[src/rtl/timer_pkg.sv]
// timer_pkg: shared types and helpers for the multi-channel tick timer.
package timer_pkg;
   typedef enum logic [1:0] {MODE_OFF, MODE_ONESHOT, MODE_PERIODIC, MODE_PWM} timer_mode_t;
   function automatic int pcnt_width(input int div);
      return (div <= 2) ? 1 : $clog2(div);
   endfunction
   // Output level when a channel (re)loads its config; phase is the periodic level to take.
   function automatic logic load_out(input timer_mode_t m, input logic duty_nz, input logic phase);
      return (m == MODE_PWM) ? duty_nz : (m == MODE_PERIODIC) ? phase : (m == MODE_ONESHOT);
   endfunction
endpackage

[src/rtl/timer_channel.sv]
// timer_channel: one channel's config shadow, tick counter and output generation.
module timer_channel
   import timer_pkg::*;
#(
   parameter int CNT_W = 16
) (
   input  logic             clk,
   input  logic             reset,
   input  logic             tick,
   input  logic             en,
   input  logic             start,
   input  timer_mode_t      mode,
   input  logic [CNT_W-1:0] period,
   input  logic [CNT_W-1:0] duty,
   output logic             out,
   output logic             done,
   output logic             busy
);
   timer_mode_t      mode_q;
   logic [CNT_W-1:0] period_q, duty_q, cnt;
   logic             valid_in, valid_q, wrap;
   assign valid_in = (mode != MODE_OFF) && (period != '0);
   assign valid_q  = (mode_q != MODE_OFF) && (period_q != '0);
   assign wrap     = tick && (cnt == period_q - 1'b1);
   // Priority: disable, then restart, then idle, then wrap/expiry, then plain counting.
   always_ff @(posedge clk) begin
      if (reset) begin
         mode_q   <= MODE_OFF;
         period_q <= '0;
         duty_q   <= '0;
         cnt      <= '0;
         out      <= 1'b0;
         done     <= 1'b0;
         busy     <= 1'b0;
      end else begin
         done <= 1'b0;
         if (!en || (!start && !(valid_q && busy))) begin
            cnt  <= '0;
            out  <= 1'b0;
            busy <= 1'b0;
         end else if (start || (wrap && mode_q != MODE_ONESHOT)) begin
            mode_q   <= mode;
            period_q <= period;
            duty_q   <= duty;
            cnt      <= '0;
            busy     <= valid_in;
            out      <= valid_in && load_out(mode, duty != '0, start || !out);
            done     <= !start;
         end else if (wrap) begin
            cnt  <= '0;
            out  <= 1'b0;
            busy <= 1'b0;
            done <= 1'b1;
         end else if (tick) begin
            cnt <= cnt + 1'b1;
            if (mode_q == MODE_PWM) out <= (cnt + 1'b1) < duty_q;
         end
      end
   end
endmodule

[src/rtl/multi_channel_timer.sv]
// multi_channel_timer: shared prescaler producing a tick, feeding N_CH independent timer channels.
module multi_channel_timer
   import timer_pkg::*;
#(
   parameter int CLK_HZ  = 100_000_000,
   parameter int TICK_HZ = 1_000,
   parameter int N_CH    = 4,
   parameter int CNT_W   = 16
) (
   input  logic                  clk,
   input  logic                  reset,
   input  logic [N_CH-1:0]       en,
   input  logic [N_CH-1:0]       start,
   input  logic [2*N_CH-1:0]     mode,
   input  logic [CNT_W*N_CH-1:0] period,
   input  logic [CNT_W*N_CH-1:0] duty,
   output logic                  tick,
   output logic [N_CH-1:0]       out,
   output logic [N_CH-1:0]       done,
   output logic [N_CH-1:0]       busy
);
   localparam int DIV = CLK_HZ / TICK_HZ;
   localparam int PW  = pcnt_width(DIV);
   logic [PW-1:0] pcnt;
   assign tick = (pcnt == PW'(DIV - 1));
   always_ff @(posedge clk) begin
      if (reset) pcnt <= '0;
      else pcnt <= tick ? '0 : pcnt + 1'b1;
   end
   for (genvar i = 0; i < N_CH; i++) begin : g_ch
      timer_channel #(.CNT_W(CNT_W)) u_ch (
         .clk   (clk),
         .reset (reset),
         .tick  (tick),
         .en    (en[i]),
         .start (start[i]),
         .mode  (timer_mode_t'(mode[2*i +: 2])),
         .period(period[CNT_W*i +: CNT_W]),
         .duty  (duty[CNT_W*i +: CNT_W]),
         .out   (out[i]),
         .done  (done[i]),
         .busy  (busy[i])
      );
   end
endmodule
[config.mk]
export PLATFORM = sky130hd
export DESIGN_NAME = multi_channel_timer
export DESIGN_NICKNAME = d
export VERILOG_FILES = /design/src/rtl/timer_pkg.sv /design/src/rtl/timer_channel.sv /design/src/rtl/multi_channel_timer.sv
export SDC_FILE = /design/constraint.sdc
export NUM_CORES = 1
export LEC_CHECK = 0
export BUFFER_PORTS_ARGS = -buffer_cell sky130_fd_sc_hd__buf_2
export CORE_ASPECT_RATIO = 1.4
export CORE_MARGIN = 1.5
export CORE_UTILIZATION = 60
export CTS_CLUSTER_SIZE = 8
export DETAILED_ROUTE_END_ITERATION = 7
export GPL_ROUTABILITY_DRIVEN = 0
export PLACE_DENSITY_LB_ADDON = 0.15
export SKIP_CTS_REPAIR_TIMING = 1
export SLEW_MARGIN = 25
export SYNTH_ARGS = -nofsm -noshare
export SYNTH_HDL_FRONTEND = slang
export SYNTH_HIERARCHICAL = 1
export SYNTH_SLANG_ARGS = --single-unit
export TNS_END_PERCENT = 5
[constraint.sdc]
create_clock -name clk -period 6.5 [get_ports clk]
set_input_delay 0.325 -clock clk [delete_from_list [all_inputs] [get_ports clk]]
set_output_delay 0.325 -clock clk [all_outputs]
set_load 0.005 [all_outputs]
==> results of run 1 <==
state kept, by name, indices dropped and copies added, names as in the netlist:
signal	flops
g_ch.u_ch/out	4
pcnt	17
g_ch.u_ch/period_q	64
g_ch.u_ch/done	4
g_ch.u_ch/duty_q	64
g_ch.u_ch/cnt	64
g_ch.u_ch/mode_q	8
g_ch.u_ch/busy	4
worst reg2reg max path: stages, from the launching register on:
cell	delay (ns)
dfxtp_1	0.36
ha_1	0.23
nand4_1	0.21
nor2_1	0.17
and3_2	0.60
nand3_1	0.15
nor3_1	0.18
and4_1	0.26
o2111ai_2	0.22
o41ai_4	0.94
buf_4	0.36
a22o_1	0.18
cell families (layout without fill, tap and decap cells):
| kind of cell | after synthesis | after routing | share of synthesized area, % |
|---|---|---|---|
| buf+inv | 167 | 285 | 5.96 |
| simple gates | 574 | 574 | 22.9 |
| xor+xnor | 209 | 209 | 13.2 |
| compound gates | 263 | 263 | 15.0 |
| flops | 229 | 229 | 33.2 |
| fa+ha+maj | 69 | 69 | 6.25 |
| mux | 48 | 48 | 3.49 |
cells in the final DEF (no fill, tap or decap), types with 40 or more instances in the layout:
cell / n
nand2_1: 92
inv_1: 79
nor2_1: 140
mux2i_1: 47
a22o_1: 102
xor2_1: 103
nor4_1: 43
dfxtp_1: 229
nand4_1: 40
buf_2: 158
ha_1: 69
nand2b_1: 77
xnor2_1: 106
power by group through the flow:
stage | Combinational (mW) | Clock, mW | Sequential [mW]
after floorplan | 0.308 | 0 | 1.51
after global placement | 0.405 | 0 | 1.53
after detailed placement | 0.414 | 0 | 1.53
after CTS | 0.416 | 1.57 | 1.50
after global routing | 0.461 | 1.64 | 1.51
final | 0.416 | 1.54 | 1.50
layer usage:
layer  wire (microns)  GRT usage [%]
met5                0              0
met4              986           9.89
met3             1260           3.64
met2            17100           51.2
met1            13600           31.5
final cells by class:
type                    count  area [sq um]  share of cell area [%]
well taps                 301           377                    2.44
repair buffers            167           858                    5.56
inverters                  79           297                    1.92
clock inverters             3          33.8                   0.219
flip-flops and latches    229          4580                    29.7
multi-input cells        1163          8430                    54.6
clock buffers              36           868                    5.62
through the flow:
stage               setup WS [ns]  power [mW]  hold WS [ns]
floorplan                    3.47        1.82         0.430
global placement             2.69        1.93         0.445
detailed placement           2.55        1.94         0.451
CTS                          2.53        3.49        0.0325
global route                 2.28        3.60        0.0446
finish                       2.56        3.46        0.0533
worst paths after layout:
check             startpoint                endpoint  slack, ns  cells after the start
hold reg to reg      pcnt[0]                 pcnt[0]       0.46                      1
setup reg to reg     pcnt[0]  g_ch[3].u_ch/duty_q[1]       2.56                     11
hold / removal      duty[25]  g_ch[1].u_ch/duty_q[9]       0.05                      2
setup / recovery     pcnt[0]  g_ch[3].u_ch/duty_q[1]       2.56                     11
==> impl_metrics.ini, run 1 <==
[outcome]
status = finished, final reports clean

[clock_network]
cts_max_level = 2
cts_made_buffers = 34
clockRootBuffer = clkbuf_16
cts.reportedPaths.clkPinSlew_ns = 0.05
clk-insertion-delay-late_ns = 0.51
cts_max_path_buffers = 3
tritoncts_num_sinks = 229
cts_tree = yes

[final_layout]
fill_cells = 1948
syn_to_final_growth_pct = 11.8
layoutNonFillerInstCount = 1978
final_area_sq_mm = 0.0154
fin_util_pct = 68.3
num_antenna_cells = 0
finalNetCount = 1889
drive_gt1_share_pct = 14.4

[sta]
finalCritPeriodShare_pct = 60.6
setup_violations = 0
tightestPinTransition_ns = 1.00
max-slew-margin-rel_pct = 32.8
fin_setup_tns_ns = 0
rsz0062_at_grt = false
skew_ns = 0.0159
hold_viol_final = 0
max_freq_mhz = 254
slew_violations = 0
period_needed_ns = 3.94

[yosys]
synthTopCellsByArea = dfxtp_1 (33%), xnor2_1 (6.7%), xor2_1 (6.5%), a22o_1 (6.5%), ha_1 (6.2%)
avgSynthCellArea_sq_um = 8.86
syn-cell-area_sq_mm = 0.0138
synth_top_area_share_pct = 33.2
ys.flop_type = dfxtp_1
synthArstFlopShare_pct = 0
yosysWarningCount = 6
synth_top_cell_by_area = dfxtp_1
ys_seq_area_share_pct = 33.2
synth-edff-count = 0
synth_common_cells = dfxtp_1 (229), nor2_1 (140), xnor2_1 (106), xor2_1 (103), a22o_1 (102)
synthCells = 1559
ys_seq_elements = 229
synth_fp_nets = 1774
synth.distinct_cells = 73
synth_most_common_cell = dfxtp_1

[worst_setup_path]
end_kind = flip-flop
path_max_fanout = 27
crit_arrival_ns = 4.37
slowest_stage = o41ai_4
cp_slowest_stage_delay_ns = 0.94
cp_top_family = simple AND/OR/NAND/NOR gates
cp-start-kind = flip-flop
worstPathBufferInverterCount = 1
required_ns = 6.94
crit_chain = ha_1 > nand4_1 > nor2_1 > and3_2 > nand3_1 > nor3_1 > and4_1 > o2111ai_2 > o41ai_4 > buf_4 > a22o_1
criticalPathCategory = reg -> reg

[route]
num_vias = 11700
drtAntennaViolNets = 0
drc = 0
wirelength_mm = 32.9
via_per_inst = 5.89
dr.pass1.iters = 5
drt_iter0_drc = 635
wl_per_cell_microns = 16.7

[grt]
antenna_found_initial = 0
grt_start_max_net_pins = 84
grt_util_all_layers_pct = 27.3
grt_pass1_vias = 11300
overflow = 0
grt_pass1_wl_mm = 54.6

[job]
cap_violations = 0

[place]
placed_cell_area_sq_mm = 0.0145
dp_hpwl_mm = 24.8
numPortBuffers = 158
place_inst = 1939

[die]
die_w_microns = 131
row_count = 65
coreArea_sq_mm = 0.0226
io_pins = 159
die_area_sq_mm = 0.0240
initial_core_util_pct = 61.1
die_h_microns = 183

[pwr]
max-vdd-ir-drop_mv = 0.195
pwr-share-comb_pct = 12.0
p_int_mw = 2.58
p_clk_share_pct = 44.6
p_seq_share_pct = 43.4
cellLeakagePower_nw = 6.36
pwr_density_cell_mw_per_mm2 = 224
swShare_pct = 25.4
power.switching_uw = 879

[hold_path]
hp-class = in -> reg
Power figures use the tool's default switching activity.
==> run 2: changes to the inputs <==
Settings changed: CORE_UTILIZATION 60 to 54.
Clock period 6.5 ns to 3.25 ns, I/O delays scaled along.
==> run 2 against run 1 <==
Largest cell class unchanged. Highest routed layer unchanged. Total power grew 110%. Combinational power is 140% higher. Global-route usage decreased by 2.5 points. Clock power increased by 110%. Routed wire length is 9.6% higher. Sequential power is 100% higher. Largest power group unchanged. Worst setup slack got worse by 2.4 ns. Critical path depth did not move. First-iteration DRC count down 15%.
==> impl_metrics.ini, run 2 (synthesized netlist as in run 1, its figures left out) <==
[sta]
max_freq_mhz = 327
fin_setup_tns_ns = 0
period_needed_ns = 3.06
slew_violations = 0
tightestPinTransition_ns = 0.792
skew_ns = 0.00903
max-slew-margin-rel_pct = 46.7
hold_viol_final = 0
rsz0062_at_grt = true
finalCritPeriodShare_pct = 94.0
setup_violations = 0

[worst_setup_path]
slowest_stage = dfxtp_1
cp-start-kind = flip-flop
path_max_fanout = 18
criticalPathCategory = reg -> reg
cp_top_family = simple AND/OR/NAND/NOR gates
required_ns = 3.67
crit_arrival_ns = 3.48
path_common_cell = nor4_2
end_kind = flip-flop
cp_slowest_stage_delay_ns = 0.36
worstPathBufferInverterCount = 2
crit_chain = inv_1 > ha_1 > nand2_1 > o31a_1 > nor4_2 > o211ai_1 > nor4_2 > nand3_2 > o31ai_4 > buf_12 > mux2i_1

[route]
wl_per_cell_microns = 16.7
via_per_inst = 5.69
drtAntennaViolNets = 0
drc = 0
dr.pass1.iters = 5
drt_iter0_drc = 542
wirelength_mm = 36.1
num_vias = 12300

[clock_network]
clockRootBuffer = clkbuf_16
cts_made_buffers = 34
clk-insertion-delay-late_ns = 0.51
cts_tree = yes
cts.reportedPaths.clkPinSlew_ns = 0.05
cts_max_level = 2
cts_max_path_buffers = 3
tritoncts_num_sinks = 229

[pwr]
pwr-share-comb_pct = 13.9
p_clk_share_pct = 44.5
power.switching_mw = 1.79
cellLeakagePower_nw = 7.10
p_int_mw = 5.43
pwr_density_cell_mw_per_mm2 = 421
p_seq_share_pct = 41.6
max-vdd-ir-drop_mv = 0.465
swShare_pct = 24.8

[grt]
grt_pass1_vias = 11300
grt_pass1_wl_mm = 54.9
antenna_found_initial = 0
grt_util_all_layers_pct = 24.8
grt_start_max_net_pins = 44
overflow = 0

[place]
placed_cell_area_sq_mm = 0.0148
numPortBuffers = 158
dp_hpwl_mm = 25.4

[die]
die_area_sq_mm = 0.0266
die_w_microns = 138
initial_core_util_pct = 54.6
die_h_microns = 192
io_pins = 159
coreArea_sq_mm = 0.0253
row_count = 69

[hold_path]
hp-class = in -> reg

[final_layout]
final_area_sq_mm = 0.0171
drive_gt1_share_pct = 14.7
finalNetCount = 2053
top_regs = g_ch.u_ch/cnt x64, g_ch.u_ch/duty_q x64, g_ch.u_ch/period_q x64
syn_to_final_growth_pct = 24.0
seq_area_sq_mm = 0.00459
num_antenna_cells = 0
final_cell_mix = dfxtp_1 (227), buf_2 (158), nor2_1 (140)
fill_cells = 2089
multi_input_area_sq_mm = 0.00843
final_common_cell = dfxtp_1
fin_util_pct = 67.7

[outcome]
status = finished, final reports clean

[job]
cap_violations = 0
==> run 2: cell count changes in the layout (fill, tap and decap cells not counted), moves of 3 or more <==
cell,previous run,this run
clkbuf_16,34,37
buf_12,0,3
buf_4,9,33
dlygate4sd3_1,0,136
==> run 2: worst reg2reg max path: cells and delay by family (launching register included) <==
family / cells / cell delay, ns
simple gates: 4 / 0.99
buf+inv: 2 / 0.34
compound gates: 3 / 0.76
mux: 1 / 0.24
flops: 1 / 0.36
fa+ha+maj: 1 / 0.28
==> run 2: path summary, 6_finish.rpt <==
| path | end | cells after the start | startpoint | slack (ns) |
|---|---|---|---|---|
| worst max register to register | g_ch[0].u_ch/mode_q[1] | 11 | g_ch[0].u_ch/period_q[1] | 0.19 |
| worst min register to register | pcnt[0] | 1 | pcnt[0] | 0.47 |
| worst max-delay path | g_ch[0].u_ch/mode_q[1] | 11 | g_ch[0].u_ch/period_q[1] | 0.19 |
| worst min-delay path | g_ch[2].u_ch/done | 2 | start[2] | 0.01 |
==> run 2: power by group through the flow <==
| stage | combinational (mW) | sequential [mW] | clock, mW |
|---|---|---|---|
| after global routing | 1.10 | 3.01 | 3.41 |
| after detailed placement | 0.861 | 3.05 | 0 |
| after global placement | 0.842 | 3.05 | 0 |
| final | 1.00 | 3.00 | 3.21 |
| after CTS | 0.865 | 3.00 | 3.30 |
| after floorplan | 0.617 | 3.02 | 0 |
==> run 2: area by class of cell <==
cell class / instances / share of cell area (%)
Inverter: 79 / 1.73
Sequential cell: 229 / 26.8
Tap cell: 319 / 2.33
Timing Repair Buffer: 331 / 14.4
Multi-Input combinational cell: 1163 / 49.2
Clock buffer: 39 / 5.51
==> run 2: through the flow <==
step | worst slack [ns] | power, mW | cells | hold WS (ns)
after detailed placement | 0.163 | 3.91 | 1985 | 0.398
after CTS | 0.143 | 7.17 | 2024 | -0.134
after floorplan | 0.219 | 3.64 | 1559 | 0.295
final | 0.195 | 7.22 | 2160 | 0.0149
after global routing | -0.000921 | 7.52 | 2160 | 0.0121
after global placement | 0.244 | 3.89 | 1985 | 0.393
==> run 2: per-layer routing <==
metal  up-vias  wire [microns]  GRT usage (%)
met5         -               0              0
met4         0            1100           8.74
met3        85            1420           3.90
met2       290           19100           46.5
met1      5852           14500           28.6
li1       6063               -              -
==> run 3: changes to the inputs <==
Settings changed: BUFFER_PORTS_ARGS -buffer_cell sky130_fd_sc_hd__buf_2 to -buffer_cell sky130_fd_sc_hd__clkbuf_2.
==> run 3 against run 2 <==
Fmax up 0.78%. Cell area about the same. Via count down 0.45%. Combinational power about the same. Sequential share of layout area about the same. Global-route usage down 0.072 points. Core utilization about the same. Routed wire length up 1.1%. Worst setup slack better by 0.024 ns. Total power down 1.7%. Critical path type unchanged. Critical endpoint is now g_ch[3].u_ch/out. Largest cell class unchanged.
==> impl_metrics.ini, run 3 (synthesized netlist as in run 1, its figures left out) <==
[outcome]
status = finished, final reports clean

[route]
drtAntennaViolNets = 0
via_per_inst = 5.66
drc = 0
wl_per_cell_microns = 16.9
dr.pass1.iters = 5
drt_iter0_drc = 518
wirelength_mm = 36.5
num_vias = 12200

[sta]
holdWs_ns = 0.0151
setup_violations = 0
tightestPinTransition_ns = 0.938
rsz0062_at_grt = false
finalCritPeriodShare_pct = 93.3
max_freq_mhz = 330
period_needed_ns = 3.03
hold_viol_final = 0
max-slew-margin-rel_pct = 37.5
slew_violations = 0
worst_slack_ns = 0.218
skew_ns = 0.0214
fin_setup_tns_ns = 0

[clock_network]
clk-insertion-delay-late_ns = 0.51
clockRootBuffer = clkbuf_16
tritoncts_num_sinks = 229
cts.reportedPaths.clkPinSlew_ns = 0.05
cts_max_path_buffers = 3
cts_made_buffers = 34
cts_tree = yes
cts_max_level = 2

[grt]
overflow = 0
grt_pass1_wl_mm = 54.5
grt_start_max_net_pins = 50
grt_util_all_layers_pct = 24.8
grt_pass1_vias = 11300
antenna_found_initial = 0

[pwr]
cellLeakagePower_nw = 7.11
pwr_density_cell_mw_per_mm2 = 414
max-vdd-ir-drop_mv = 0.412

[die]
die_h_microns = 192
initial_core_util_pct = 54.6
die_area_sq_mm = 0.0266
io_pins = 159
coreArea_sq_mm = 0.0253
row_count = 69
die_w_microns = 138

[worst_setup_path]
criticalPathCategory = reg -> reg
required_ns = 3.69
reg2reg_from = g_ch[3].u_ch/cnt[6]
reg2reg_depth = 14
path_max_fanout = 6
crit_start = g_ch[3].u_ch/cnt[6]
end_kind = flip-flop
crit_arrival_ns = 3.47
cp-start-kind = flip-flop

[final_layout]
drive_gt1_share_pct = 15.0
num_antenna_cells = 0
syn_to_final_growth_pct = 23.9
final_common_cell = dfxtp_1
finalNetCount = 2056
final_cell_mix = dfxtp_1 (226), clkbuf_2 (158), nor2_1 (140)
top_regs = g_ch.u_ch/cnt x64, g_ch.u_ch/duty_q x64, g_ch.u_ch/period_q x64

[place]
numPortBuffers = 158
dp_hpwl_mm = 25.4
dp_slack_ns = 0.122

[hold_path]
min_from = period[8]
hold_depth = 3
hp-class = in -> reg

[job]
cap_violations = 0
run 3: changes by cell type in the layout (fill, tap and decap cells not counted), sizes merged:
| cell | previous run | this run |
|---|---|---|
| buf | 195 | 39 |
| clkbuf | 39 | 194 |
| clkinv | 0 | 1 |
| inv | 79 | 80 |
run 3: per-stage QoR:
step / util, % / power [mW] / std cells / instance area, sq um
global placement: 58.4 / 3.89 / 1983 / 14800
detailed placement: 58.4 / 3.91 / 1983 / 14800
global route: 67.7 / 7.40 / 2161 / 17100
finish: 67.7 / 7.09 / 2161 / 17100
floorplan: - / 3.64 / 1559 / 13800
CTS: 61.9 / 7.02 / 2020 / 15700
run 3: final timing paths:
path / end / slack, ns
max reg2reg: g_ch[3].u_ch/out / 0.22
min: g_ch[0].u_ch/period_q[8] / 0.02
max: g_ch[3].u_ch/out / 0.22
min reg2reg: pcnt[0] / 0.46
run 3: worst max-delay path, stage by stage (launching register included):
cell	delay (ns)
dfxtp_1	0.45
and3_1	0.28
and3_1	0.23
and3_1	0.24
and3_1	0.26
nand3_1	0.14
xnor2_1	0.20
ha_1	0.27
nand4_1	0.15
inv_1	0.05
o311ai_0	0.11
o211ai_1	0.18
o21ai_0	0.17
nand3b_1	0.09
mux2i_1	0.13
run 3: report_power, final:
part           total, mW  leakage, nW  internal, mW  switching (mW)
sequential          3.00         1.86          2.91          0.0951
clock               3.08        0.440          1.88            1.19
combinational       1.01         4.81         0.513           0.502
total               7.09         7.11          5.30            1.79
run 3: area by class of cell:
type | instances | area [sq um]
Clock buffer | 35 | 876
Clock inverter | 2 | 13.8
Fill cell | 2047 | 8180
Inverter | 79 | 297
Multi-Input combinational cell | 1163 | 8440
Sequential cell | 229 | 4590
Tap cell | 319 | 399
Timing Repair Buffer | 334 | 2500
run 3: metal layers:
layer / GRT usage, % / share of wire (%)
met1: 28.2 / 41
met2: 46.1 / 53
met3: 4.00 / 3.7
met4: 9.92 / 3.2
met5: 0 / 0
